===== src/rtl/raster_pkg.sv =====
// Shared types and constants for the raster scheduler slice.
// Triangle word is nine 16-bit Q10.6 fields {x1,y1,c1,x2,y2,c2,x3,y3,c3}, x1 in the MSBs.
// Scheduler FSM state encoding lives here so the top and any debug logic agree on it.
package raster_pkg;

  localparam int FIELD_W = 16;
  localparam int FRAC    = 6;
  localparam int NFIELDS = 9;
  localparam int TRI_W   = FIELD_W * NFIELDS;

  // Scheduler states: IDLE=0, SHIFT=1, WAIT_DONE=2.
  typedef enum logic [1:0] {
    IDLE      = 2'd0,
    SHIFT     = 2'd1,
    WAIT_DONE = 2'd2
  } state_e;

endpackage


===== src/rtl/raster_scheduler_arb.sv =====
// Round-robin arbiter: picks the first asserted request after the last grant, wrapping.
// Latency: purely combinational, zero cycles.
// Backpressure: none; the caller decides when the grant is consumed.
module rr_arbiter
  import raster_pkg::*;
#(
  parameter int NREQ = 2,
  parameter int IDW  = $clog2(NREQ)
) (
  input  logic [NREQ-1:0] req_i,
  input  logic [IDW-1:0]  last_i,
  output logic [NREQ-1:0] gnt_o,
  output logic [IDW-1:0]  gnt_idx_o,
  output logic            gnt_vld_o
);

  logic [IDW-1:0] cand;
  logic           found;

  // Scan from last_i+1 around the ring; the first valid requester wins.
  always_comb begin
    gnt_o     = '0;
    gnt_idx_o = '0;
    found     = 1'b0;
    cand      = '0;
    for (int k = 1; k <= NREQ; k++) begin
      cand = IDW'((int'(last_i) + k) % NREQ);
      if (!found && req_i[cand]) begin
        found       = 1'b1;
        gnt_o[cand] = 1'b1;
        gnt_idx_o   = cand;
      end
    end
    gnt_vld_o = found;
  end

endmodule


===== src/rtl/raster_scheduler.sv =====
// Shares one serial rasterizer among NREQ producers: arbitrate, latch, shift MSB-first, await DONE.
// Latency: START rises the cycle after the handshake, lasts TRI_W cycles, then waits for DONE/timeout.
// Backpressure: REQ_READY only asserts in IDLE, so producers stall while a triangle is in flight.
module raster_scheduler
  import raster_pkg::*;
#(
  parameter int          NREQ    = 2,
  parameter int          TRI_W   = raster_pkg::TRI_W,
  parameter int          TO_W    = 20,
  parameter int unsigned TIMEOUT = 32'h000F_FFFF
) (
  input  logic                     CLK,
  input  logic                     RST,
  input  logic [NREQ-1:0]          REQ_VALID,
  input  logic [NREQ*TRI_W-1:0]    REQ_DATA,
  output logic [NREQ-1:0]          REQ_READY,
  output logic                     RAST_D,
  output logic                     RAST_START,
  input  logic                     RAST_DONE,
  output logic [$clog2(NREQ)-1:0]  GRANT_ID,
  output logic                     BUSY,
  output logic                     TRI_DONE,
  output logic                     TIMEOUT_ERR
);

  localparam int             IDW     = $clog2(NREQ);
  localparam int             BCW     = $clog2(TRI_W);
  localparam logic [BCW-1:0] BC_LAST = BCW'(TRI_W - 1);
  localparam logic [TO_W-1:0] TO_LAST = TO_W'(TIMEOUT - 1);

  state_e              state_q, state_d;
  logic [TRI_W-1:0]    shreg_q, shreg_d;
  logic [BCW-1:0]      bitcnt_q, bitcnt_d;
  logic [TO_W-1:0]     tocnt_q, tocnt_d;
  logic [IDW-1:0]      rr_last_q, rr_last_d;
  logic [IDW-1:0]      gid_q, gid_d;
  logic                start_q, start_d;
  logic                busy_q, busy_d;
  logic                tri_done_q, tri_done_d;
  logic                to_err_q, to_err_d;

  logic [NREQ-1:0]     arb_gnt;
  logic [IDW-1:0]      arb_idx;
  logic                arb_vld;

  rr_arbiter #(
    .NREQ (NREQ),
    .IDW  (IDW)
  ) u_arb (
    .req_i     (REQ_VALID),
    .last_i    (rr_last_q),
    .gnt_o     (arb_gnt),
    .gnt_idx_o (arb_idx),
    .gnt_vld_o (arb_vld)
  );

  // Next-state and handshake logic; READY is suppressed while RST is held so no word is lost.
  always_comb begin
    state_d    = state_q;
    shreg_d    = shreg_q;
    bitcnt_d   = bitcnt_q;
    tocnt_d    = tocnt_q;
    rr_last_d  = rr_last_q;
    gid_d      = gid_q;
    tri_done_d = 1'b0;
    to_err_d   = 1'b0;
    REQ_READY  = '0;
    case (state_q)
      IDLE: begin
        if (!RST && arb_vld) begin
          REQ_READY = arb_gnt;
          shreg_d   = REQ_DATA[arb_idx*TRI_W +: TRI_W];
          gid_d     = arb_idx;
          rr_last_d = arb_idx;
          bitcnt_d  = '0;
          state_d   = SHIFT;
        end
      end
      SHIFT: begin
        // Zeros shift in behind the word, so RAST_D reads 0 once the word is out.
        shreg_d  = {shreg_q[TRI_W-2:0], 1'b0};
        bitcnt_d = bitcnt_q + 1'b1;
        if (bitcnt_q == BC_LAST) begin
          tocnt_d = '0;
          state_d = WAIT_DONE;
        end
      end
      WAIT_DONE: begin
        tocnt_d = tocnt_q + 1'b1;
        if (RAST_DONE) begin
          tri_done_d = 1'b1;
          state_d    = IDLE;
        end else if (tocnt_q == TO_LAST) begin
          to_err_d = 1'b1;
          state_d  = IDLE;
        end
      end
      default: state_d = IDLE;
    endcase
    start_d = (state_d == SHIFT);
    busy_d  = (state_d != IDLE);
  end

  // State, datapath and registered outputs; reset returns arbitration to favour requester 0.
  always_ff @(posedge CLK) begin
    if (RST) begin
      state_q    <= IDLE;
      shreg_q    <= '0;
      bitcnt_q   <= '0;
      tocnt_q    <= '0;
      rr_last_q  <= IDW'(NREQ - 1);
      gid_q      <= '0;
      start_q    <= 1'b0;
      busy_q     <= 1'b0;
      tri_done_q <= 1'b0;
      to_err_q   <= 1'b0;
    end else begin
      state_q    <= state_d;
      shreg_q    <= shreg_d;
      bitcnt_q   <= bitcnt_d;
      tocnt_q    <= tocnt_d;
      rr_last_q  <= rr_last_d;
      gid_q      <= gid_d;
      start_q    <= start_d;
      busy_q     <= busy_d;
      tri_done_q <= tri_done_d;
      to_err_q   <= to_err_d;
    end
  end

  assign RAST_D      = shreg_q[TRI_W-1];
  assign RAST_START  = start_q;
  assign BUSY        = busy_q;
  assign GRANT_ID    = gid_q;
  assign TRI_DONE    = tri_done_q;
  assign TIMEOUT_ERR = to_err_q;

endmodule


===== config.mk =====
export PLATFORM = sky130hd
export DESIGN_NAME = raster_scheduler
export DESIGN_NICKNAME = d
export VERILOG_FILES = /design/src/rtl/raster_pkg.sv /design/src/rtl/raster_scheduler_arb.sv /design/src/rtl/raster_scheduler.sv
export SDC_FILE = /design/constraint.sdc
export NUM_CORES = 1
export LEC_CHECK = 0
export ABC_CLOCK_PERIOD_IN_PS = 2300
export BUFFER_PORTS_ARGS = -buffer_cell sky130_fd_sc_hd__buf_4
export CAP_MARGIN = 20
export CORE_UTILIZATION = 35
export CTS_CLUSTER_DIAMETER = 100
export DETAILED_ROUTE_END_ITERATION = 7
export GPL_TIMING_DRIVEN = 0
export PLACE_DENSITY = 0.71
export REMOVE_ABC_BUFFERS = 1
export SLEW_MARGIN = 20
export SYNTH_ARGS = -nofsm -noshare
export SYNTH_HDL_FRONTEND = slang
export SYNTH_SLANG_ARGS = --single-unit

===== constraint.sdc =====
create_clock -name CLK -period 2.3 [get_ports CLK]
set_input_delay 0.46 -clock CLK [delete_from_list [all_inputs] [get_ports CLK]]
set_output_delay 0.46 -clock CLK [all_outputs]
set_load 0.02 [all_outputs]

# Word-level counts from Yosys, hierarchy flattened

Cells that the tools add are included.

Register bits: 180
Latch bits: 0
RAM bits: 0
Bits in read-only memories: 0
Input bits: 293
Output and inout bits: 8
Logic and storage cells: 73
Memories: 0

Add/sub/neg operators: 4
$mul: 1
Divide/modulo/power cells: 0
Magnitude comparators: 4
Equal/unequal tests: 7
Shifts and indexed selects: 1
Multiplexer cells: 29
Bitwise operators: 2
Reductions and logical operators: 15

Operators with widths:

| kind                                               | count |
|---|---|
| case mux 144 bit (2 select lines)                  | 1 |
| indexed part select 288 x 10 -> 144 bit            | 1 |
| two-way mux 144 bit                                | 1 |
| case mux 20 bit (2 select lines)                   | 1 |
| adder 20 x 1 -> 20 bit, second input constant      | 1 |
| == test 20 bit, second input constant              | 1 |
| two-way mux 20 bit                                 | 1 |
| two-way mux 2 bit                                  | 8 |
| case mux 8 bit (2 select lines)                    | 1 |
| two-way mux 1 bit                                  | 12 |
| adder 8 x 1 -> 8 bit, second input constant        | 1 |
| == test 8 bit, second input constant               | 1 |
| two-way mux 8 bit                                  | 1 |
| case mux 2 bit (3 select lines)                    | 1 |
| AND reduction 2 bit                                | 3 |
| nonzero test 2 bit                                 | 3 |
| multiplier 1 x 4 -> 5 bit, second input constant   | 1 |
| == test 2 x 1 -> 1 bit, second input constant      | 2 |
| logical AND 1 bit                                  | 4 |
| < comparator 1 x 2 -> 1 bit, second input constant | 2 |
| inequality test 2 bit, second input constant       | 2 |
| OR reduction 3 bit                                 | 1 |
| adder 1 bit, second input constant                 | 2 |
| demux 1 bit (select 1 bit)                         | 2 |
| 7 further kinds                                    | 9 |

# Depth between registers and ports, before layout

Depth in word-level cells: 11
Depth in mapped cells: 7
Gate-level depth less buffers: 5

# Hierarchy

From an unflattened synthesis, not the netlist that was laid out.

Cell total of the unflattened synthesis: 1063
Area total of the unflattened synthesis: 9120.0 um^2

Modules (own cells, without submodules):

| module           | times used | cells each | area each (um^2) |
|---|---|---|---|
| raster_scheduler | 1          | 1058       | 9087.5 |
| rr_arbiter       | 1          | 5          | 32.5 |

# Least setup slack after synthesis

No wires, ideal clock.

Path kind: input-to-output
Start point: in REQ_VALID[1]
End point: out REQ_READY[1]
Arrival time: 1586 ps
Slack: 254 ps
Cell stages on the path: 4
Path buffers: 2
Cell sequence: a21bo_2 > clkbuf_1 > buf_2 > nor3_1

Word-level cells in the longest chain between the ends: 9

Ends and longest elaborated chain:

| element                                               | RTL line                   | text |
|---|---|---|
| from (decl)                                           | raster_scheduler.sv:14     | `input logic [NREQ-1:0] REQ_VALID,` |
| two-way mux 1 bit (not written as such) (2 in series) | raster_scheduler_arb.sv:28 | `if (!found && req_i[cand]) begin` |
| two-way mux 1 bit                                     | raster_scheduler_arb.sv:28 |  |
| logical NOT 1 bit                                     | raster_scheduler_arb.sv:28 |  |
| logical AND 1 bit                                     | raster_scheduler_arb.sv:28 |  |
| two-way mux 1 bit                                     | raster_scheduler_arb.sv:28 |  |
| logical AND 1 bit                                     | raster_scheduler.sv:70     | `if (!RST && arb_vld) begin` |
| two-way mux 2 bit (*)                                 | raster_scheduler.sv:70     |  |
| two-way mux 2 bit (*)                                 | raster_scheduler.sv:68     | `case (state_q)` |
| to (decl)                                             | raster_scheduler.sv:16     | `output logic [NREQ-1:0] REQ_READY,` |

Mark *: on every way between the ends. The rest lies on a longest branch, timed or not. The select of a mux whose other input is x is not followed.

# Worst setup path after layout

Start point: reg state_q[1]
End point: reg shreg_q[71]

Word-level cells in the longest chain between the ends: 3

Ends and longest elaborated chain:

| element                                                               | RTL line                | text |
|---|---|---|
| from (decl)                                                           | raster_scheduler.sv:31  | `state_e state_q, state_d;` |
| from (signal assigned)                                                | raster_scheduler.sv:118 | `state_q <= state_d;` |
| == test 2 x 1 -> 1 bit or logical NOT 2 bit (tied branches)           | raster_scheduler.sv:68  |  |
| nonzero test 2 bit (no line) or inequality test 2 bit (tied branches) | --                      |  |
| AND reduction 2 bit (no line)                                         | --                      |  |
| to (signal assigned)                                                  | raster_scheduler.sv:119 | `shreg_q <= shreg_d;` |
| to (decl)                                                             | raster_scheduler.sv:32  | `logic [TRI_W-1:0] shreg_q, shreg_d;` |

Several ways; a longest one is shown, not always the timed one.
A chain may end at the register's enable or synchronous reset.

==> flow_metrics.py <==
metrics = {
    "run_status": {
        "status": "finished clean",
    },
    "detailed_routing": {
        "routed_via_density": 5.22,
        "drc": 0,
        "num_vias": 8363,
        "drt-initial-drc-count": 558,
        "wl_per_cell_um": 14.9,
        "drt_first_pass_iters": 6,
        "finalWirelength_um": 23900,
        "antenna_left": 0,
    },
    "worst_setup_path": {
        "path_class": "register to register",
        "critPathMaxStageDelay_ps": 490,
        "slowest_stage": "dfxtp_2",
        "crit_fanout": 53,
        "endpoint_kind": "register",
        "worstPathBufferInverterCount": 2,
        "crit_chain": "or3_4, or2_4, buf_12, buf_16, a21oi_1, a221o_1",
        "worst-endpoint-required_ps": 2600,
        "cp_top_family": "buffers and inverters",
        "arrival_ps": 2440,
        "cp-start-kind": "register",
    },
    "global_route": {
        "grt_max_degree": 70,
        "grt_pass1_wl_um": 39100,
        "track_usage": 0.186,
        "antenna_found_initial": 0,
        "grt_pass1_vias": 8116,
        "grt_overflow": 0,
    },
    "cts": {
        "clkTransAtPathRegs_ps": 70,
        "cts_tree": "done",
        "numCtsBuffers": 17,
        "htreeDepth": 4,
        "clk_latency_ps": 430,
        "clkSinkCount": 180,
        "clockBufferDepth": 2,
        "cts_root_buffer": "clkbuf_16",
    },
    "cells_and_area": {
        "nNetsFinal": 1560,
        "fillers": 2306,
        "layout-drive-gt1-share": 0.373,
        "post-route-cell-area_mm2": 0.0120,
        "syn2layout_area_growth_pct": 38.3,
        "seqCellArea_mm2": 0.00361,
        "antenna_cells": 0,
        "multiInputGateArea_mm2": 0.00464,
    },
    "placement": {
        "hpwl_um": 17600,
        "gp_congestion": 0.803,
        "postPlaceCellArea_mm2": 0.0114,
        "numPortBuffers": 300,
    },
    "synthesis": {
        "ys_seq_area_frac": 0.416,
        "synthArstFlopShare": 0,
        "synth_edf_count": 0,
        "avgSynthCellArea_um2": 8.57,
        "netlist_area_mm2": 0.00866,
        "yosys_warnings": 0,
        "synth_ff_type": "dfxtp_1",
        "ys_seq_elements": 180,
        "yosysUniqueCellTypes": 51,
        "synthCells": 1010,
    },
    "sta": {
        "rsz0062_at_grt": "no",
        "worst_slew_pin_slew_ps": 760,
        "skew_ps": 16.9,
        "post-route-period-util": 0.929,
        "maxSlewViolCount": 0,
        "period_minus_slack_ps": 2140,
        "hold_viol": 0,
        "max-slew-margin-rel": 0.492,
        "timing.fmax_ghz": 0.468,
        "finalSetupTns_ps": 0,
        "finalSetupViolCount": 0,
    },
    "power": {
        "power_uw": 7730,
        "powerDensity_mw_per_mm2": 646,
        "irDropWorstVdd_mv": 0.480,
        "leakage_uw": 0.00507,
    },
    "die": {
        "dieArea_mm2": 0.0254,
        "ios": 301,
        "initial_utilization": 0.356,
        "die_h_um": 159,
        "die_w_um": 159,
        "rows": 57,
        "core_mm2": 0.0243,
    },
    "job": {
        "drv_cap": 0,
    },
    "min_path": {
        "hp-class": "primary input to register",
    },
}
-- final cells by class --
type / count / area share
clock buffers: 19 / 0.0378
clock inverters: 13 / 0.0111
inverters: 4 / 0.00125
multi-input cells: 734 / 0.388
flip-flops and latches: 180 / 0.301
well taps: 324 / 0.0339
repair buffers: 327 / 0.227
-- Yosys cell counts, types with 2 or more instances --
library cell | count | area [µm²]
nand2_1 | 296 | 1110
dfxtp_1 | 180 | 3600
a221o_1 | 143 | 1430
a21oi_2 | 100 | 876
clkbuf_1 | 64 | 240
a21oi_1 | 62 | 310
nor2_1 | 21 | 78.8
buf_2 | 13 | 65.1
nand3_1 | 13 | 65.1
buf_6 | 11 | 124
nand4_1 | 10 | 62.6
o21ai_0 | 9 | 45.0
nor3_1 | 7 | 35.0
and2_1 | 6 | 37.5
o211ai_1 | 5 | 37.5
o31ai_1 | 5 | 37.5
a31oi_1 | 4 | 25.0
buf_1 | 4 | 15.0
inv_1 | 4 | 15.0
or2_2 | 4 | 25.0
and3_1 | 3 | 18.8
and4_1 | 3 | 26.3
ha_1 | 3 | 37.5
mux2i_1 | 3 | 30.0
nand4b_1 | 3 | 26.3
and3b_1 | 2 | 17.5
mux2_2 | 2 | 22.5
nand2b_1 | 2 | 12.5
nor2b_1 | 2 | 12.5
o311ai_0 | 2 | 17.5
o41ai_1 | 2 | 17.5
or3_1 | 2 | 12.5
or4_1 | 2 | 15.0
-- logic make-up (layout without fill, tap and decap cells) --
family,Yosys count,after routing,share of synthesized area
adders and majority gates,3,3,0.00434
AOI/OAI and AO/OA,342,342,0.333
muxes,5,5,0.00607
and+or+nand+nor,384,384,0.188
buffers and inverters,96,363,0.0530
DFF,180,180,0.416
-- power by group --
group          switching [µW]  leakage (µW)  internal [µW]
Combinational             635       0.00331            739
Sequential                151       0.00148           3360
Clock                    1340      0.000286           1500
-- flip-flops by register name (all words and copies together), names as in the netlist --
| name | flops |
|---|---|
| BUSY | 1 |
| TIMEOUT_ERR | 1 |
| bitcnt_q | 8 |
| GRANT_ID | 1 |
| tocnt_q | 20 |
| shreg_q | 144 |
| rr_last_q | 1 |
| RAST_START | 1 |
| state_q | 2 |
| TRI_DONE | 1 |
-- timing repair --
item	CTS	global route
setup endpoints to repair	11	18
hold buffers	0	0
gates resized for setup	2	3
setup buffers	0	0
-- worst paths after layout --
check / startpoint / endpoint / slack [ps] / cells past startpoint
worst min-delay path: RAST_DONE / TIMEOUT_ERR$_SDFF_PP0_ / 220 / 2
worst min register to register: bitcnt_q[7]$_SDFFE_PP0P_ / bitcnt_q[7]$_SDFFE_PP0P_ / 480 / 1
worst max register to register: state_q[1]$_SDFF_PP0_ / shreg_q[71]$_SDFFE_PP0P_ / 160 / 6
worst max-delay path: state_q[1]$_SDFF_PP0_ / shreg_q[71]$_SDFFE_PP0P_ / 160 / 6
-- worst register-to-register path, delay by kind of cell (launching register included) --
family / cells / cell delay [ps]
AOI/OAI and AO/OA: 2 / 420
DFF: 1 / 490
buffers and inverters: 2 / 620
and+or+nand+nor: 2 / 490
-- through the flow --
step,setup WS [ps],hold slack [ps],instances,util
2_1_floorplan,-6790,433,918,-
5_1_grt,83.8,203,1601,0.492
3_5_place_dp,-195,460,1569,0.468
4_1_cts,40.5,201,1601,0.492
3_3_place_gp,-11830,449,1542,0.447
6_report,164,215,1601,0.492
-- layout by cell type (no fill, tap or decap), drive strengths merged, types with 4 or more instances in the layout --
cell,count
inv,10
clkbuf,19
nand3,13
nand4,10
or2,5
o211ai,5
nand2,296
o21ai,9
and2,6
a31oi,4
buf,327
a21oi,162
a221o,143
clkinv,6
nor2,22
nor3,7
o31ai,5
dfxtp,180
-- layer usage --
layer  track usage  wire length (µm)  vias to the layer above
li1              -                 -                     4215
met1         0.239             10600                     3895
met2         0.325             11900                      237
met3        0.0300              1080                       16
met4        0.0437               223                        0
met5             0                 0                        -
(Power assumes the default switching activity.)
